`config.mk`:
```
export PLATFORM = sky130hd
export DESIGN_NAME = sw_debounce_sync
export DESIGN_NICKNAME = d
export VERILOG_FILES = /design/src/rtl/sw_debounce_sync.sv
export SDC_FILE = /design/constraint.sdc
export NUM_CORES = 1
export LEC_CHECK = 0
export CAP_MARGIN = 20
export CORE_UTILIZATION = 52
export CTS_CLUSTER_SIZE = 16
export DETAILED_ROUTE_END_ITERATION = 8
export PLACE_DENSITY = 0.75
export SKIP_CTS_REPAIR_TIMING = 1
export SYNTH_ARGS = -nofsm -noshare
export SYNTH_HDL_FRONTEND = slang
export SYNTH_SLANG_ARGS = --single-unit
```
`constraint.sdc`:
```
create_clock -name Clk_100M -period 2.8 [get_ports Clk_100M]
set_input_delay 0.7 -clock Clk_100M [delete_from_list [all_inputs] [get_ports Clk_100M]]
set_output_delay 0.7 -clock Clk_100M [all_outputs]
set_load 0.05 [all_outputs]
```
`src/rtl/sw_debounce_sync.sv`:
```
// Switch conditioning: two-flop synchroniser, per-bit debounce, and a rate-limited
// publisher that spaces sw_update pulses so the downstream serial shift always completes.
//
// state | meaning
// IDLE  | waiting; publishes db as soon as it differs from sw_stable
// HOLD  | holdoff window after a publish; db changes are deferred until IDLE
module sw_debounce_sync #(
  parameter int DB_CYCLES = 1000000,
  parameter int CNT_W     = 20,
  parameter int HOLDOFF   = 20
) (
  input  logic        Clk_100M,
  input  logic        reset,
  input  logic [15:0] sw_raw,
  output logic [15:0] sw_stable,
  output logic        sw_update,
  output logic        busy
);

  localparam int HCNT_W = $clog2(HOLDOFF);
  localparam logic [CNT_W-1:0]  DB_LAST = CNT_W'(DB_CYCLES - 1);
  localparam logic [HCNT_W-1:0] H_LAST  = HCNT_W'(HOLDOFF - 1);

  typedef enum logic {
    IDLE = 1'b0,
    HOLD = 1'b1
  } state_t;

  logic [15:0]       s1;
  logic [15:0]       s2;
  logic [15:0]       db;
  logic [CNT_W-1:0]  cnt [16];

  state_t            state;
  state_t            state_nxt;
  logic [HCNT_W-1:0] hcnt;
  logic [HCNT_W-1:0] hcnt_nxt;
  logic [15:0]       stable_nxt;
  logic              update_nxt;

  always_ff @(posedge Clk_100M) begin
    if (!reset) begin
      s1 <= '0;
      s2 <= '0;
    end else begin
      s1 <= sw_raw;
      s2 <= s1;
    end
  end

  // Each bit restarts its count whenever the synchronised level agrees with db,
  // so only an uninterrupted run of DB_CYCLES disagreeing samples is accepted.
  always_ff @(posedge Clk_100M) begin
    if (!reset) begin
      db <= '0;
      for (int i = 0; i < 16; i++) begin
        cnt[i] <= '0;
      end
    end else begin
      for (int i = 0; i < 16; i++) begin
        if (s2[i] == db[i]) begin
          cnt[i] <= '0;
        end else if (cnt[i] == DB_LAST) begin
          db[i]  <= s2[i];
          cnt[i] <= '0;
        end else begin
          cnt[i] <= cnt[i] + 1'b1;
        end
      end
    end
  end

  always_ff @(posedge Clk_100M) begin
    if (!reset) begin
      state     <= IDLE;
      hcnt      <= '0;
      sw_stable <= '0;
      sw_update <= 1'b0;
    end else begin
      state     <= state_nxt;
      hcnt      <= hcnt_nxt;
      sw_stable <= stable_nxt;
      sw_update <= update_nxt;
    end
  end

  always_comb begin
    state_nxt  = state;
    hcnt_nxt   = hcnt;
    stable_nxt = sw_stable;
    update_nxt = 1'b0;
    case (state)
      IDLE: begin
        // Comparing against sw_stable (not the previous db) lets changes that
        // revert during HOLD vanish and several changes coalesce into one pulse.
        if (db != sw_stable) begin
          stable_nxt = db;
          update_nxt = 1'b1;
          hcnt_nxt   = H_LAST;
          state_nxt  = HOLD;
        end
      end
      HOLD: begin
        if (hcnt == '0) begin
          state_nxt = IDLE;
        end else begin
          hcnt_nxt = hcnt - 1'b1;
        end
      end
      default: begin
        state_nxt = IDLE;
      end
    endcase
  end

  assign busy = (state == HOLD);

endmodule

```
# After elaboration in Yosys (flattened, before gate mapping)
# Memory sizes are Yosys's and may differ from the RTL's.
# Cells that the tools add are included.
# classes
addsub	17
mul	0
div	0
n_lt_le_gt_ge	0
n_eq_ne	35
shift	0
mux	231
n_bitwise	66
reduce_logical	20
# op_table
op	count
20-bit two-way mux	48
20-bit by 1-bit adder with 20-bit output, second input constant	16
20-bit == test, second input constant	16
1-bit two-way mux	179
1-bit OR	48
2-bit AND reduction	18
1-bit inverter	18
1-bit == test	16
16-bit inequality test	1
5-bit two-way mux	2
5-bit one-hot mux with 2 select lines	1
5-bit logical NOT	1
5-bit by 1-bit subtractor with 5-bit output, second input constant	1
2-bit inequality test, second input constant	2
1-bit one-hot mux with 2 select lines	1
2-bit OR reduction	1
# totals
ff_bits	71
latchBits	0
ramBits	320
mem_bits_ro	0
input_bits	18
out_inout_bits	18
word_cells	392
n_memories	1
# mem_list
memory	depth	width	read_ports	rd_clocked_by_memory_dff	write_ports	line	rtl
cnt	16	20	16	0	16	32	logic [CNT_W-1:0] cnt [16];

# Depth between registers and ports, before layout
# Gate-level depths: netlist of the first run.
# depth
depth_word	7
depth_mapped	7
ltp_nobuf	5

# Worst setup path after synthesis of the first run
# OpenSTA, ideal clock, no wires.
# synth_timing
path_type	flip-flop to flip-flop
start	memory cnt[12][12] (netlist: cnt[1][92])
end	memory cnt[12][13] (netlist: cnt[1][93]), data pin
setup_ps	255
arrival_ps	1917
required_ps	2545
path_slack_ps	628
stages_incl_launch_ff	6
n_path_buf	1
period_less_slack_ps	2172
cell_sequence	edfxtp_1 or4_1 or4_4 o211ai_4 buf_6 nor2_1
# synth_lines
element	line
start: declaration	32

# Worst setup path after layout of the first run
# layout_timing
start	register state (netlist: busy)
end	output busy
# layout_lines
element	line	rtl
start: declaration	34	state_t state;
start signal: assignment	80	state <= state_nxt;
end: declaration	17	output logic busy
# No word-level cell between the ends.

==> flow_summary_export.csv, run 1 <==
group,metric,value,unit
timing,setup_viol_count_final,0,
logic_synthesis,synthSimpleGateAreaFrac,24.0,%
worst_hold_path,worstHoldPathType,"register to register",
logic_synthesis,synth_mux_area_share,0.784,%
timing,timing.final.crit_share,93.6,%
logic_synthesis,synth.cell_area,20400,um2
clock_tree,cts_htree_levels,2,
floorplanning,core_area,38600,um2
clock_tree,cts_tree,"built",
finish,stdcell_area,24000,um2
power,vdd_drop_max,357,uV
critical_path,slowest_stage,"sky130_fd_sc_hd__clkdlybuf4s50_1",
route,drt_iter0_drc,879,
logic_synthesis,yosys.area_share.adder,1.10,%
critical_path,r2r-end,"cnt[0][27]",
route,final_antenna_net_count,0,
finish,syn2layout_area_growth,17.4,%
logic_synthesis,seq_area_frac_synth,54.0,%
global_route,grt-busiest-layer,"met2",
outcome,status,"completed",
floorplanning,floorplan.rows,72,
logic_synthesis,synth_compound_area_share,8.78,%
logic_synthesis,dominant_combinational_cell_family_by_area_after_synthesis,"simple AND/OR/NAND/NOR gates",
global_route,grt_util_all_layers,19.7,%
clock_tree,clk_path_buf_depth,3,
critical_path,reg2reg_from,"cnt[0][27]",
floorplanning,die_wd,200,um
critical_path,cp_data_required_time,2100,ps
finish,utilization,62.0,%
clock_tree,cts_root_buf,"sky130_fd_sc_hd__clkbuf_16",
placement,dpl.hpwl,27400,um
timing,final_hold_violation_count,0,
logic_synthesis,ys.warnings.count,0,
timing,slew-limit-headroom,46.7,%
route,avgViaCountPerCell,5.36,
clock_tree,clkLatencyLatePin,560,ps
logic_synthesis,synth_edf_count,320,
placement,io_buffers,35,
route,first_pass_iters,6,
floorplanning,io-pin-count,36,
worst_hold_path,worst_hold_path.endpoint,"s2[8]",
logic_synthesis,synth_top_cell_by_area,"sky130_fd_sc_hd__edfxtp_1",
global_route,groute.layer.met3.usage,3.50,%
logic_synthesis,synthArstFlopShare,0,%
timing,slew_violations,0,
floorplanning,die_height,200,um
logic_synthesis,synth_xor_area_share,8.62,%
placement,placed_cell_areas,22500,um2
timing,finalHoldWorstSlack,424,ps
logic_synthesis,unique_cell_type_count_in_the_yosys_netlist,61,
global_route,antenna_found_initial,0,
logic_synthesis,netlist.area_leader.share,47.1,%
timing,rsz_0062_raised_after_global_routing,"false",
placement,routabilityCongestion,0.817,
logic_synthesis,synth_cells,1957,
worst_hold_path,whs_path_cells,1,
critical_path,cp-end-kind,"output port",
critical_path,critical_path_arrival,1920,ps
finish,post_route_cells_drive_above_1_share,5.37,%
floorplanning,die-area,40100,um2
critical_path,setup.worst_path.class,"register to output port",
timing,tns,0,ps
critical_path,critPathMaxFanout,5,
critical_path,startpoint_type,"register",
global_route,grtUsageMet2,34.0,%
clock_tree,numCtsBuffers,43,
logic_synthesis,synthTopCellsByArea,"sky130_fd_sc_hd__edfxtp_1, sky130_fd_sc_hd__dfxtp_1, sky130_fd_sc_hd__xor2_1, sky130_fd_sc_hd__nor2_1, sky130_fd_sc_hd__a21oi_1",
timing,max_clock_freq,381,MHz
finish,final_nets,2350,
global_route,globalRouteOverflowTotal,0,
route,via_count,15374,
worst_hold_path,worstHoldStart,"s1[8]",
timing,timing_worst_slew_pin_value,796,ps
critical_path,worst-path-buf-inv,1,
global_route,use_met1,25.2,%
global_route,grt_pass1_wl,66800,um
power,pwr_density_cell,535,nW/um2
critical_path,critPathTopFamily,"buffers and inverters",
route,drc,0,
timing,clock_tree_skew_after_final_layout,17.1,ps
critical_path,ff2ff_path_depth,5,
finish,mostFrequentLayoutCells,"sky130_fd_sc_hd__edfxtp_1, sky130_fd_sc_hd__conb_1, sky130_fd_sc_hd__nor2_1",
route,routed_wl,39100,um
critical_path,rrSetupSlack,420,ps
global_route,grt_pass1_vias,14676,
power,leakage,8.36,nW
logic_synthesis,per_instance_average_area_after_synthesis,10.4,um2
logic_synthesis,ys_dominant_reg_cell,"sky130_fd_sc_hd__edfxtp_1",
critical_path,cp_cell_instances,"clkdlybuf4s50_1",
route,detail_route.wl_per_cell,13.7,um
critical_path,slowest_delay,910,ps
job,maxCapViolations,0,
logic_synthesis,synth-seq-cells,391,
global_route,pin_count_of_the_biggest_net_entering_global_routing,35,
clock_tree,worst_setup_hold_path_clk_slew,60,ps
clock_tree,cts.sinks,391,
floorplanning,start_util,52.8,%
finish,num_antenna_cells,0,
timing,finalWorstPathRequiredPeriod,2620,ps
per-stage QoR:
step | cells | setup WS (ps) | power (mW)
final | 2866 | 178 | 12.8
after floorplan | 2276 | 628 | 7.16
after CTS | 2865 | 150 | 13.0
after global routing | 2866 | 98.6 | 13.3
after detailed placement | 2786 | 325 | 7.33
after global placement | 2786 | 397 | 7.29
worst max path at each step:
stage,from,end,slack (ps),cells after the start
after floorplan,cnt[1][92],cnt[1][93],630,5
after global placement,cnt[1][35],cnt[1][38],400,5
after detailed placement,cnt[1][35],cnt[1][37],330,5
after CTS,busy,busy,150,1
after global routing,busy,busy,100,1
final,busy,busy,180,1
synth_stat cells, types with 2 or more instances:
cell type / instances
sky130_fd_sc_hd__edfxtp_1: 320
sky130_fd_sc_hd__nor2_1: 212
sky130_fd_sc_hd__nand2_1: 133
sky130_fd_sc_hd__xor2_1: 133
sky130_fd_sc_hd__a21oi_1: 130
sky130_fd_sc_hd__nand3_1: 109
sky130_fd_sc_hd__or3_1: 76
sky130_fd_sc_hd__nand4_1: 75
sky130_fd_sc_hd__dfxtp_1: 71
sky130_fd_sc_hd__o21ai_0: 71
sky130_fd_sc_hd__or4_1: 68
sky130_fd_sc_hd__xnor2_1: 68
sky130_fd_sc_hd__inv_1: 65
sky130_fd_sc_hd__o31ai_1: 58
sky130_fd_sc_hd__and2_1: 56
sky130_fd_sc_hd__clkbuf_1: 52
sky130_fd_sc_hd__and3_1: 38
sky130_fd_sc_hd__nor4_1: 23
sky130_fd_sc_hd__and4_1: 22
sky130_fd_sc_hd__ha_1: 18
sky130_fd_sc_hd__nor4b_1: 18
sky130_fd_sc_hd__nor3_1: 17
sky130_fd_sc_hd__mux2i_1: 16
sky130_fd_sc_hd__buf_2: 14
sky130_fd_sc_hd__o211ai_1: 11
sky130_fd_sc_hd__or4b_1: 8
sky130_fd_sc_hd__or4b_2: 8
sky130_fd_sc_hd__o21a_1: 7
sky130_fd_sc_hd__o31a_1: 5
sky130_fd_sc_hd__nand4b_1: 4
sky130_fd_sc_hd__nor2b_1: 4
sky130_fd_sc_hd__nor4bb_1: 4
sky130_fd_sc_hd__o21ba_2: 4
sky130_fd_sc_hd__buf_4: 3
sky130_fd_sc_hd__nor3b_1: 3
sky130_fd_sc_hd__or2_2: 3
sky130_fd_sc_hd__nand3_2: 2
sky130_fd_sc_hd__nand3b_1: 2
sky130_fd_sc_hd__o41ai_1: 2
sky130_fd_sc_hd__or3b_2: 2
sky130_fd_sc_hd__or4_4: 2
final cells by class:
| class | count | area [um2] |
|---|---|---|
| clock buffer | 64 | 1290 |
| multi-input combinational | 1748 | 10000 |
| sequential | 391 | 11000 |
| inverter | 66 | 248 |
| fill | 3105 | 14700 |
| clock inverter | 15 | 126 |
| timing repair buffer | 64 | 578 |
| tap | 518 | 648 |
kinds of logic after synthesis:
logic type,Yosys count
xor gates and xnor gates,201
and+or+nand+nor,894
adders and majority gates,18
buffers and inverters,137
AOI/OAI and AO/OA,299
other,1
muxes,16
DFF,391
flip-flops by register name (all words and copies together), names as in the netlist:
| signal | flops |
|---|---|
| sw_stable | 16 |
| db | 16 |
| busy | 1 |
| sw_update | 1 |
| cnt | 320 |
| hcnt | 5 |
| s2 | 16 |
| s1 | 16 |
layer usage:
| layer | vias to the layer above | share of wire [%] |
|---|---|---|
| li1 | 7695 | - |
| met3 | 59 | 4.1 |
| met1 | 7366 | 45 |
| met4 | 0 | 2.1 |
| met5 | - | 0 |
| met2 | 254 | 49 |
power by group:
part,switching (mW),total [mW],internal (mW)
clock,2.24,5.60,3.36
combinational,0.294,0.488,0.194
sequential,0.225,6.74,6.51
total,2.76,12.8,10.1
Note: power is estimated with default switching activity, not from simulation.
==> inputs of run 2 (changes only) <==
HOLD_SLACK_MARGIN = 0.15   (was default)
SLEW_MARGIN = 20   (was default)
==> run 2 against run 1 <==
Count of clock-buffer cells in the layout did not move. First-iteration DRC count decreased by 2.7%. Cell count stayed put. Highest routed layer unchanged.
==> flow_summary_export.csv, run 2 (synthesis gave the netlist of run 1 again) <==
group,metric,value,unit
outcome,status,"completed",
clock_tree,cts_tree,"built",
finish,mostFrequentLayoutCells,"sky130_fd_sc_hd__edfxtp_1, sky130_fd_sc_hd__conb_1, sky130_fd_sc_hd__nor2_1",
global_route,grt_util_all_layers,19.7,%
timing,timing_worst_slew_pin_value,797,ps
clock_tree,cts.sinks,391,
placement,dpl.hpwl,27400,um
critical_path,worst_setup_path_endpoint,"busy",
placement,routabilityCongestion,0.817,
floorplanning,floorplan.rows,72,
worst_hold_path,worstHoldPathType,"register to register",
critical_path,reg2reg_from,"cnt[0][27]",
route,via_count,15355,
finish,final_nets,2350,
critical_path,r2r-end,"cnt[0][28]",
critical_path,slowest_stage,"sky130_fd_sc_hd__clkdlybuf4s50_1",
finish,number_of_flip_flops_under_the_largest_register_name,320,
clock_tree,clk_path_buf_depth,3,
route,final_antenna_net_count,0,
clock_tree,clkLatencyLatePin,560,ps
floorplanning,core_area,38600,um2
floorplanning,die_height,200,um
job,maxCapViolations,0,
timing,timing.final.crit_share,93.7,%
timing,tns,0,ps
floorplanning,start_util,52.8,%
global_route,grt_pass1_vias,14676,
route,routed_wl,39100,um
critical_path,slowest_delay,920,ps
finish,num_antenna_cells,0,
timing,finalWorstPathRequiredPeriod,2620,ps
route,avgViaCountPerCell,5.36,
critical_path,cp_cell_instances,"clkdlybuf4s50_1",
timing,max_clock_freq,381,MHz
finish,final.fill_count,3105,
critical_path,critical_path_arrival,1920,ps
critical_path,setup.worst_path.class,"register to output port",
power,leakage,8.36,nW
critical_path,rrSetupSlack,420,ps
worst_hold_path,whs_path_cells,1,
global_route,pin_count_of_the_biggest_net_entering_global_routing,35,
floorplanning,die_wd,200,um
placement,io_buffers,35,
route,drc,0,
route,drt_iter0_drc,855,
timing,setup_viol_count_final,0,
power,pwr_density_cell,535,nW/um2
finish,post_route_cells_drive_above_1_share,5.37,%
power,vdd_drop_max,356,uV
floorplanning,io-pin-count,36,
global_route,antenna_found_initial,0,
critical_path,cp-end-kind,"output port",
global_route,globalRouteOverflowTotal,0,
clock_tree,cts_root_buf,"sky130_fd_sc_hd__clkbuf_16",
timing,final_hold_violation_count,0,
route,detail_route.wl_per_cell,13.6,um
route,first_pass_iters,5,
clock_tree,numCtsBuffers,43,
critical_path,startpoint,"busy",
critical_path,worst-path-buf-inv,1,
clock_tree,worst_setup_hold_path_clk_slew,60,ps
global_route,grt_pass1_wl,66800,um
finish,syn2layout_area_growth,17.4,%
timing,rsz_0062_raised_after_global_routing,"false",
timing,slew_violations,0,
timing,clock_tree_skew_after_final_layout,18.1,ps
finish,largest-register,"cnt",
critical_path,ff2ff_path_depth,5,
critical_path,cp_data_required_time,2100,ps
timing,layout_setup_ws,176,ps
floorplanning,die-area,40100,um2
critical_path,crit_cells,1,
power,fin_total_pwr,12.8,mW
placement,detailedPlace.worstSlack,325,ps
critical_path,critPathMaxFanout,5,
critical_path,critPathTopFamily,"buffers and inverters",
timing,slew-limit-headroom,46.7,%
critical_path,startpoint_type,"register",
clock_tree,cts_htree_levels,2,
-- run 2: changes by cell type in the layout (fill, tap and decap cells not counted), sizes merged --
| cell | previous run | this run |
|---|---|---|
| buf | 30 | 29 |
| clkbuf | 64 | 65 |
-- run 2: through the flow --
stage	hold WS (ps)	cells	instance area (um2)	util (%)
final	425	2866	24000	62.0
after global routing	451	2866	24000	62.0
after CTS	436	2865	24000	62.0
after detailed placement	422	2786	22500	58.3
after global placement	414	2786	22500	58.3
after floorplan	412	2276	21600	-
-- run 2: layer usage --
metal	wire length, um	global-route usage (%)	vias to the layer above
li1	-	-	7698
met1	17800	25.2	7352
met2	19000	34.0	246
met3	1510	3.50	59
met4	805	5.82	0
met5	0	0	-
-- run 2: report_power, final --
part | switching (mW) | total (mW) | leakage, nW | internal (mW)
Clock | 2.24 | 5.60 | 0.696 | 3.36
Combinational | 0.294 | 0.488 | 3.79 | 0.194
Sequential | 0.225 | 6.74 | 3.88 | 6.51
-- run 2: cell type report --
class | instances | area [um2] | share of cell area, %
inverters | 66 | 248 | 1.03
clock inverters | 15 | 126 | 0.527
multi-input cells | 1748 | 10000 | 41.9
repair buffers | 64 | 578 | 2.41
flip-flops and latches | 391 | 11000 | 46.0
well taps | 518 | 648 | 2.70
clock buffers | 64 | 1290 | 5.37
-- run 2: worst min path at each step --
stage / slack, ps / startpoint / to
2_1_floorplan: 410 / s1[0] / s2[0]
3_3_place_gp: 410 / s1[10] / s2[10]
3_5_place_dp: 420 / s1[3] / s2[3]
4_1_cts: 440 / s1[8] / s2[8]
5_1_grt: 450 / s1[3] / s2[3]
6_report: 420 / s1[8] / s2[8]
